[src/rtl/mau_pkg.sv]
// Shared types and constants for the data-memory access unit.
package mau_pkg;

  localparam int unsigned WAIT_W = 4;
  localparam int unsigned ADDR_W = 8;
  localparam int unsigned DATA_W = 8;

  typedef enum logic [1:0] {
    IDLE,
    ACCESS,
    RESP
  } mau_state_e;

  typedef struct packed {
    logic              write;
    logic [ADDR_W-1:0] addr;
    logic [DATA_W-1:0] wdata;
  } mau_req_t;

  function automatic logic addr_in_range(input logic [ADDR_W-1:0] addr,
                                         input logic [ADDR_W-1:0] lo,
                                         input logic [ADDR_W-1:0] hi);
    return (addr >= lo) && (addr <= hi);
  endfunction

endpackage

[src/rtl/mau_wait_counter.sv]
// Loadable down-counter with a zero flag; times each memory access.
module mau_wait_counter
  import mau_pkg::*;
(
  input  logic              clk_i,
  input  logic              rst_ni,
  input  logic              load_i,
  input  logic [WAIT_W-1:0] load_val_i,
  input  logic              dec_i,
  output logic [WAIT_W-1:0] count_o,
  output logic              zero_o
);

  logic [WAIT_W-1:0] count_q;
  logic [WAIT_W-1:0] count_d;

  always_comb begin
    count_d = count_q;
    if (load_i) begin
      count_d = load_val_i;
    end else if (dec_i && (count_q != '0)) begin
      count_d = count_q - WAIT_W'(1);
    end
  end

  always_ff @(posedge clk_i or negedge rst_ni) begin
    if (!rst_ni) begin
      count_q <= '0;
    end else begin
      count_q <= count_d;
    end
  end

  assign count_o = count_q;
  assign zero_o  = (count_q == '0);

endmodule

[src/rtl/data_mem_access_unit.sv]
// Sequences one load/store at a time onto the DataMemory port.
// Optional address range check enabled by defining MAU_ADDR_CHECK_EN.
module data_mem_access_unit
  import mau_pkg::*;
#(
  parameter int unsigned       WAIT_CYCLES = 1,
  parameter logic [ADDR_W-1:0] ADDR_LO     = 8'h00,
  parameter logic [ADDR_W-1:0] ADDR_HI     = 8'hFF
) (
  input  logic              clk,
  input  logic              rst,
  input  logic              req_valid,
  output logic              req_ready,
  input  logic              req_write,
  input  logic [ADDR_W-1:0] req_addr,
  input  logic [DATA_W-1:0] req_wdata,
  output logic              rsp_valid,
  input  logic              rsp_ready,
  output logic [DATA_W-1:0] rsp_data,
  output logic              rsp_fault,
  output logic              busy,
  output logic [ADDR_W-1:0] Address,
  output logic [DATA_W-1:0] WriteData,
  output logic              MemRead,
  output logic              MemWrite,
  input  logic [DATA_W-1:0] ReadData
);

  localparam logic [WAIT_W-1:0] LOAD_VAL = WAIT_W'(WAIT_CYCLES - 1);

  if ((WAIT_CYCLES < 1) || (WAIT_CYCLES > 15) || (ADDR_LO > ADDR_HI)) begin : g_param_err
    $error("data_mem_access_unit: illegal WAIT_CYCLES or address range");
  end

  mau_state_e        state_q;
  mau_req_t          req_q;
  logic [DATA_W-1:0] rsp_data_q;
  logic              rsp_fault_q;
  logic              rsp_valid_q;
  logic              req_ready_q;
  logic              busy_q;
  logic              mem_read_q;
  logic              mem_write_q;

  logic              addr_ok;
  logic              accept;
  logic              cnt_load;
  logic              cnt_dec;
  logic [WAIT_W-1:0] cnt;
  logic              cnt_zero;

`ifdef MAU_ADDR_CHECK_EN
  assign addr_ok = addr_in_range(req_addr, ADDR_LO, ADDR_HI);
`else
  assign addr_ok = 1'b1;
`endif

  assign accept   = (state_q == IDLE) && req_valid && req_ready_q;
  assign cnt_load = accept && addr_ok;
  assign cnt_dec  = (state_q == ACCESS) && !cnt_zero;

  mau_wait_counter u_wait_counter (
    .clk_i      (clk),
    .rst_ni     (rst),
    .load_i     (cnt_load),
    .load_val_i (LOAD_VAL),
    .dec_i      (cnt_dec),
    .count_o    (cnt),
    .zero_o     (cnt_zero)
  );

  // Strobes are registered in phase with the state, so MemWrite is set one
  // edge ahead: on the edge where the counter moves to zero.
  always_ff @(posedge clk or negedge rst) begin
    if (!rst) begin
      state_q     <= IDLE;
      req_q       <= '0;
      rsp_data_q  <= '0;
      rsp_fault_q <= 1'b0;
      rsp_valid_q <= 1'b0;
      req_ready_q <= 1'b1;
      busy_q      <= 1'b0;
      mem_read_q  <= 1'b0;
      mem_write_q <= 1'b0;
    end else begin
      unique case (state_q)
        IDLE: begin
          if (accept) begin
            req_q       <= '{write: req_write, addr: req_addr, wdata: req_wdata};
            req_ready_q <= 1'b0;
            busy_q      <= 1'b1;
            if (!addr_ok) begin
              state_q     <= RESP;
              rsp_valid_q <= 1'b1;
              rsp_fault_q <= 1'b1;
              rsp_data_q  <= '0;
            end else begin
              state_q     <= ACCESS;
              rsp_fault_q <= 1'b0;
              mem_read_q  <= !req_write;
              mem_write_q <= req_write && (WAIT_CYCLES == 1);
            end
          end
        end
        ACCESS: begin
          if (cnt_zero) begin
            state_q     <= RESP;
            rsp_valid_q <= 1'b1;
            rsp_data_q  <= req_q.write ? '0 : ReadData;
            mem_read_q  <= 1'b0;
            mem_write_q <= 1'b0;
          end else begin
            mem_write_q <= req_q.write && (cnt == WAIT_W'(1));
          end
        end
        RESP: begin
          if (rsp_ready) begin
            state_q     <= IDLE;
            rsp_valid_q <= 1'b0;
            req_ready_q <= 1'b1;
            busy_q      <= 1'b0;
          end
        end
        default: begin
          state_q <= IDLE;
        end
      endcase
    end
  end

  assign req_ready = req_ready_q;
  assign rsp_valid = rsp_valid_q;
  assign rsp_data  = rsp_data_q;
  assign rsp_fault = rsp_fault_q;
  assign busy      = busy_q;
  assign Address   = req_q.addr;
  assign WriteData = req_q.wdata;
  assign MemRead   = mem_read_q;
  assign MemWrite  = mem_write_q;

endmodule

[config.mk]
export PLATFORM = sky130hd
export DESIGN_NAME = data_mem_access_unit
export DESIGN_NICKNAME = d
export VERILOG_FILES = /design/src/rtl/mau_pkg.sv /design/src/rtl/mau_wait_counter.sv /design/src/rtl/data_mem_access_unit.sv
export SDC_FILE = /design/constraint.sdc
export NUM_CORES = 1
export LEC_CHECK = 0
export CORE_ASPECT_RATIO = 1.2
export CORE_MARGIN = 3
export CORE_UTILIZATION = 48
export DETAILED_ROUTE_END_ITERATION = 12
export GPL_TIMING_DRIVEN = 0
export PLACE_DENSITY_LB_ADDON = 0.12
export SLEW_MARGIN = 20
export SYNTH_ARGS = -nofsm -noshare
export SYNTH_HDL_FRONTEND = slang
export SYNTH_SLANG_ARGS = --single-unit
[constraint.sdc]
create_clock -name clk -period 4.4 [get_ports clk]
set_clock_uncertainty 0.05 [all_clocks]
set_input_delay 0.88 -clock clk [delete_from_list [all_inputs] [get_ports clk]]
set_output_delay 0.88 -clock clk [all_outputs]
set_load 0.02 [all_outputs]
==> results.cfg <==
[route]
vias = 1338
drc = 0
drt-pass1-iter-count = 4
drt_wl_total_mm = 3.69
drtIter0Drc = 44
wl_per_cell_um = 13.4
viasPerCell = 4.87
detail-route-antenna-nets = 0

[setup_path]
critPathLaunch = req_ready$_DFFE_PN1P_
path_max_fanout = 5
worstPathArrival_ps = 1480
critical_path_class = register to primary output
slowest_delay_ps = 620
cp-start-kind = register
path_buf_inv = 1
cp.required_ps = 3470
r2r_start = u_wait_counter.count_o[0]$_DFFE_PN0P_
cp-end-kind = primary output
cp_cell_sequence = clkdlybuf4s50_1
crit_family = buffers and inverters
crit_slowest_cell = clkdlybuf4s50_1

[timing]
drv_slew = 0
post-route-min-period_ps = 2410
grt_setup_unrepaired = false
min_period_over_period_pct = 54.9
fmax_mhz = 414
setup_viol = 0
finalHoldViolations = 0
tns_ps = 0

[placed_design]
hpwl_mm = 2.80
routabilityCongestion = 0.726
port_buffers = 57
place_inst = 267

[global_route]
grt_max_degree = 25
grt.total_usage_pct = 19.6
antenna_found_initial = 0
grt_pass1_wl_mm = 6.31
grt_overflow = 0
grt_pass1_vias = 1407

[yosys]
syn-num-nets = 203
avgSynthCellArea_um2 = 9.99
yosysSeqAreaShare_pct = 52.5
yosysUniqueCellTypes = 36
netlist_instances = 172
ys_seq_elements = 36
yosys_warnings = 0
synth_area_um2 = 1720

[clocking]
htree_levels = 2
cts_sinks = 36
cts.path.max_buffers = 2
cts_resized = 0
clk_pin_slew_worst_paths_ps = 80
holdBufCountCts = 0
cts_root_buffer = clkbuf_8
clkLatencyLatePin_ps = 300
postCtsSetupBuffers = 0
cts_made_buffers = 5
cts_tree = built

[power]
leakage_nw = 1.23
ir_drop_mv = 0.220
power_mw = 0.684
pwr_density_cell_nw_per_um2 = 277

[floorplan]
die_w_um = 60.6
core.rowCount = 23
initial_core_util_pct = 50.6
ios = 59
core-area_um2 = 3400
fp.dieH_um = 71.5
dieArea_um2 = 4340

[layout]
drive_gt1_share_pct = 19.3
fin_nets = 268
post_layout_nonfiller_instances = 275
n_fill_cell = 263
area_growth_pct = 43.7
antenna_cells = 0

[run]
maxCapViolations = 0

[worst_hold_path]
hp-class = primary input to asynchronous set/reset pin

[run_status]
status = complete, no violations
-- cells in the mapped netlist --
| cell type | instances | area share, % |
|---|---|---|
| nor3_1 | 1 | 0.29 |
| mux2i_1 | 1 | 0.58 |
| clkbuf_2 | 1 | 0.29 |
| nor2b_2 | 1 | 0.51 |
| nand3b_1 | 1 | 0.44 |
| or3_1 | 1 | 0.36 |
| a21o_1 | 1 | 0.44 |
| nand3_4 | 1 | 1.0 |
| clkbuf_1 | 2 | 0.44 |
| a311oi_1 | 1 | 0.51 |
| and4bb_2 | 1 | 0.73 |
| a21oi_1 | 5 | 1.5 |
| o31ai_1 | 1 | 0.44 |
| mux2_2 | 1 | 0.66 |
| dfrtp_1 | 35 | 51 |
| inv_1 | 3 | 0.66 |
| nor2b_1 | 8 | 2.9 |
| buf_6 | 2 | 1.3 |
| nor2_1 | 3 | 0.66 |
| or3b_1 | 1 | 0.51 |
| o211ai_1 | 1 | 0.44 |
| conb_1 | 1 | 0.22 |
| nand3_1 | 2 | 0.58 |
| a31o_2 | 1 | 0.51 |
| buf_2 | 3 | 0.87 |
| nand2b_1 | 1 | 0.36 |
| dfstp_2 | 1 | 1.5 |
| o21ai_0 | 2 | 0.58 |
| mux2_4 | 7 | 6.1 |
| nand4_1 | 1 | 0.36 |
| nand4bb_1 | 1 | 0.66 |
| and2_1 | 1 | 0.36 |
| nand2_1 | 59 | 13 |
| or2b_1 | 1 | 0.44 |
| buf_4 | 17 | 7.4 |
| ha_1 | 2 | 1.5 |
-- where the power goes --
| group | internal (mW) | total [mW] | switching (mW) |
|---|---|---|---|
| combinational | 0.0370 | 0.0570 | 0.0200 |
| sequential | 0.334 | 0.337 | 0.00205 |
| clock | 0.168 | 0.290 | 0.123 |
| total | 0.539 | 0.684 | 0.145 |
-- cell type report --
type                       count  area (µm²)  area share (%)
buffer                        25         178            7.20
multi-input combinational    108         627            25.4
timing repair buffer          58         593            24.0
clock buffer                   5        68.8            2.79
sequential                    36         902            36.5
tap                           37        46.3            1.88
inverter                       3        11.3           0.456
clock inverter                 3        42.5            1.72
-- flip-flops by register name, summed over array words and instances (netlist names) --
register                count
WriteData                   8
req_q                       1
u_wait_counter.count_o      4
state_q                     2
Address                     8
rsp_data                    8
busy                        1
MemRead                     1
rsp_valid                   1
req_ready                   1
MemWrite                    1
-- stage by stage --
step | hold WS (ps) | setup WS, ps | area, µm² | util (%)
after floorplan | 397 | 2770 | 1720 | -
after global placement | 409 | 1670 | 2330 | 68.8
after detailed placement | 414 | 2040 | 2360 | 69.4
after CTS | 432 | 1970 | 2470 | 72.7
after global routing | 438 | 1920 | 2470 | 72.7
final | 432 | 1990 | 2470 | 72.7
-- cell families after synthesis --
logic type / share of synthesized area (%)
and+or+nand+nor: 23.1
DFF: 52.5
buffers and inverters: 11.0
AOI/OAI and AO/OA: 4.37
muxes: 7.36
adders and majority gates: 1.46
other: 0.218
-- per-layer routing --
metal  part of all wire, %  track usage (%)  routed length, µm
met1                    41             22.5               1520
met2                    50             33.2               1860
met3                   6.6             6.31                243
met4                   1.8             7.95                 68
met5                     0                0                  0
-- path summary, 6_finish.rpt --
| check | end | slack [ps] | depth (start not counted) |
|---|---|---|---|
| setup / recovery | req_ready | 1990 | 1 |
| hold / removal | Address[5]$_DFFE_PN0P_ | 430 | 1 |
| setup reg to reg | u_wait_counter.count_o[2]$_DFFE_PN0P_ | 2700 | 6 |
| hold reg to reg | WriteData[1]$_DFFE_PN0P_ | 430 | 2 |
| max in group asynchronous | req_ready$_DFFE_PN1P_ | 3370 | 2 |
| min in group clk | WriteData[1]$_DFFE_PN0P_ | 430 | 2 |
-- cells in the final DEF (no fill, tap or decap), drive strengths merged --
cell type       n
nor3            1
nor2b           9
nor2            3
a311oi          1
or2b            1
and4bb          1
and2            1
nand3           3
dfstp           1
nand4           1
clkinv          1
or3b            1
o211ai          1
mux2            8
nand2b          1
bufinv          1
inv             3
o31ai           1
mux2i           1
a21o            1
conb            1
clkinvlp        1
nand3b          1
nand4bb         1
clkdlybuf4s50  56
buf            24
clkbuf          8
a21oi           5
dfrtp          35
ha              2
a31o            1
o21ai           2
nand2          59
or3             1
Power figures use the tool's default switching activity.
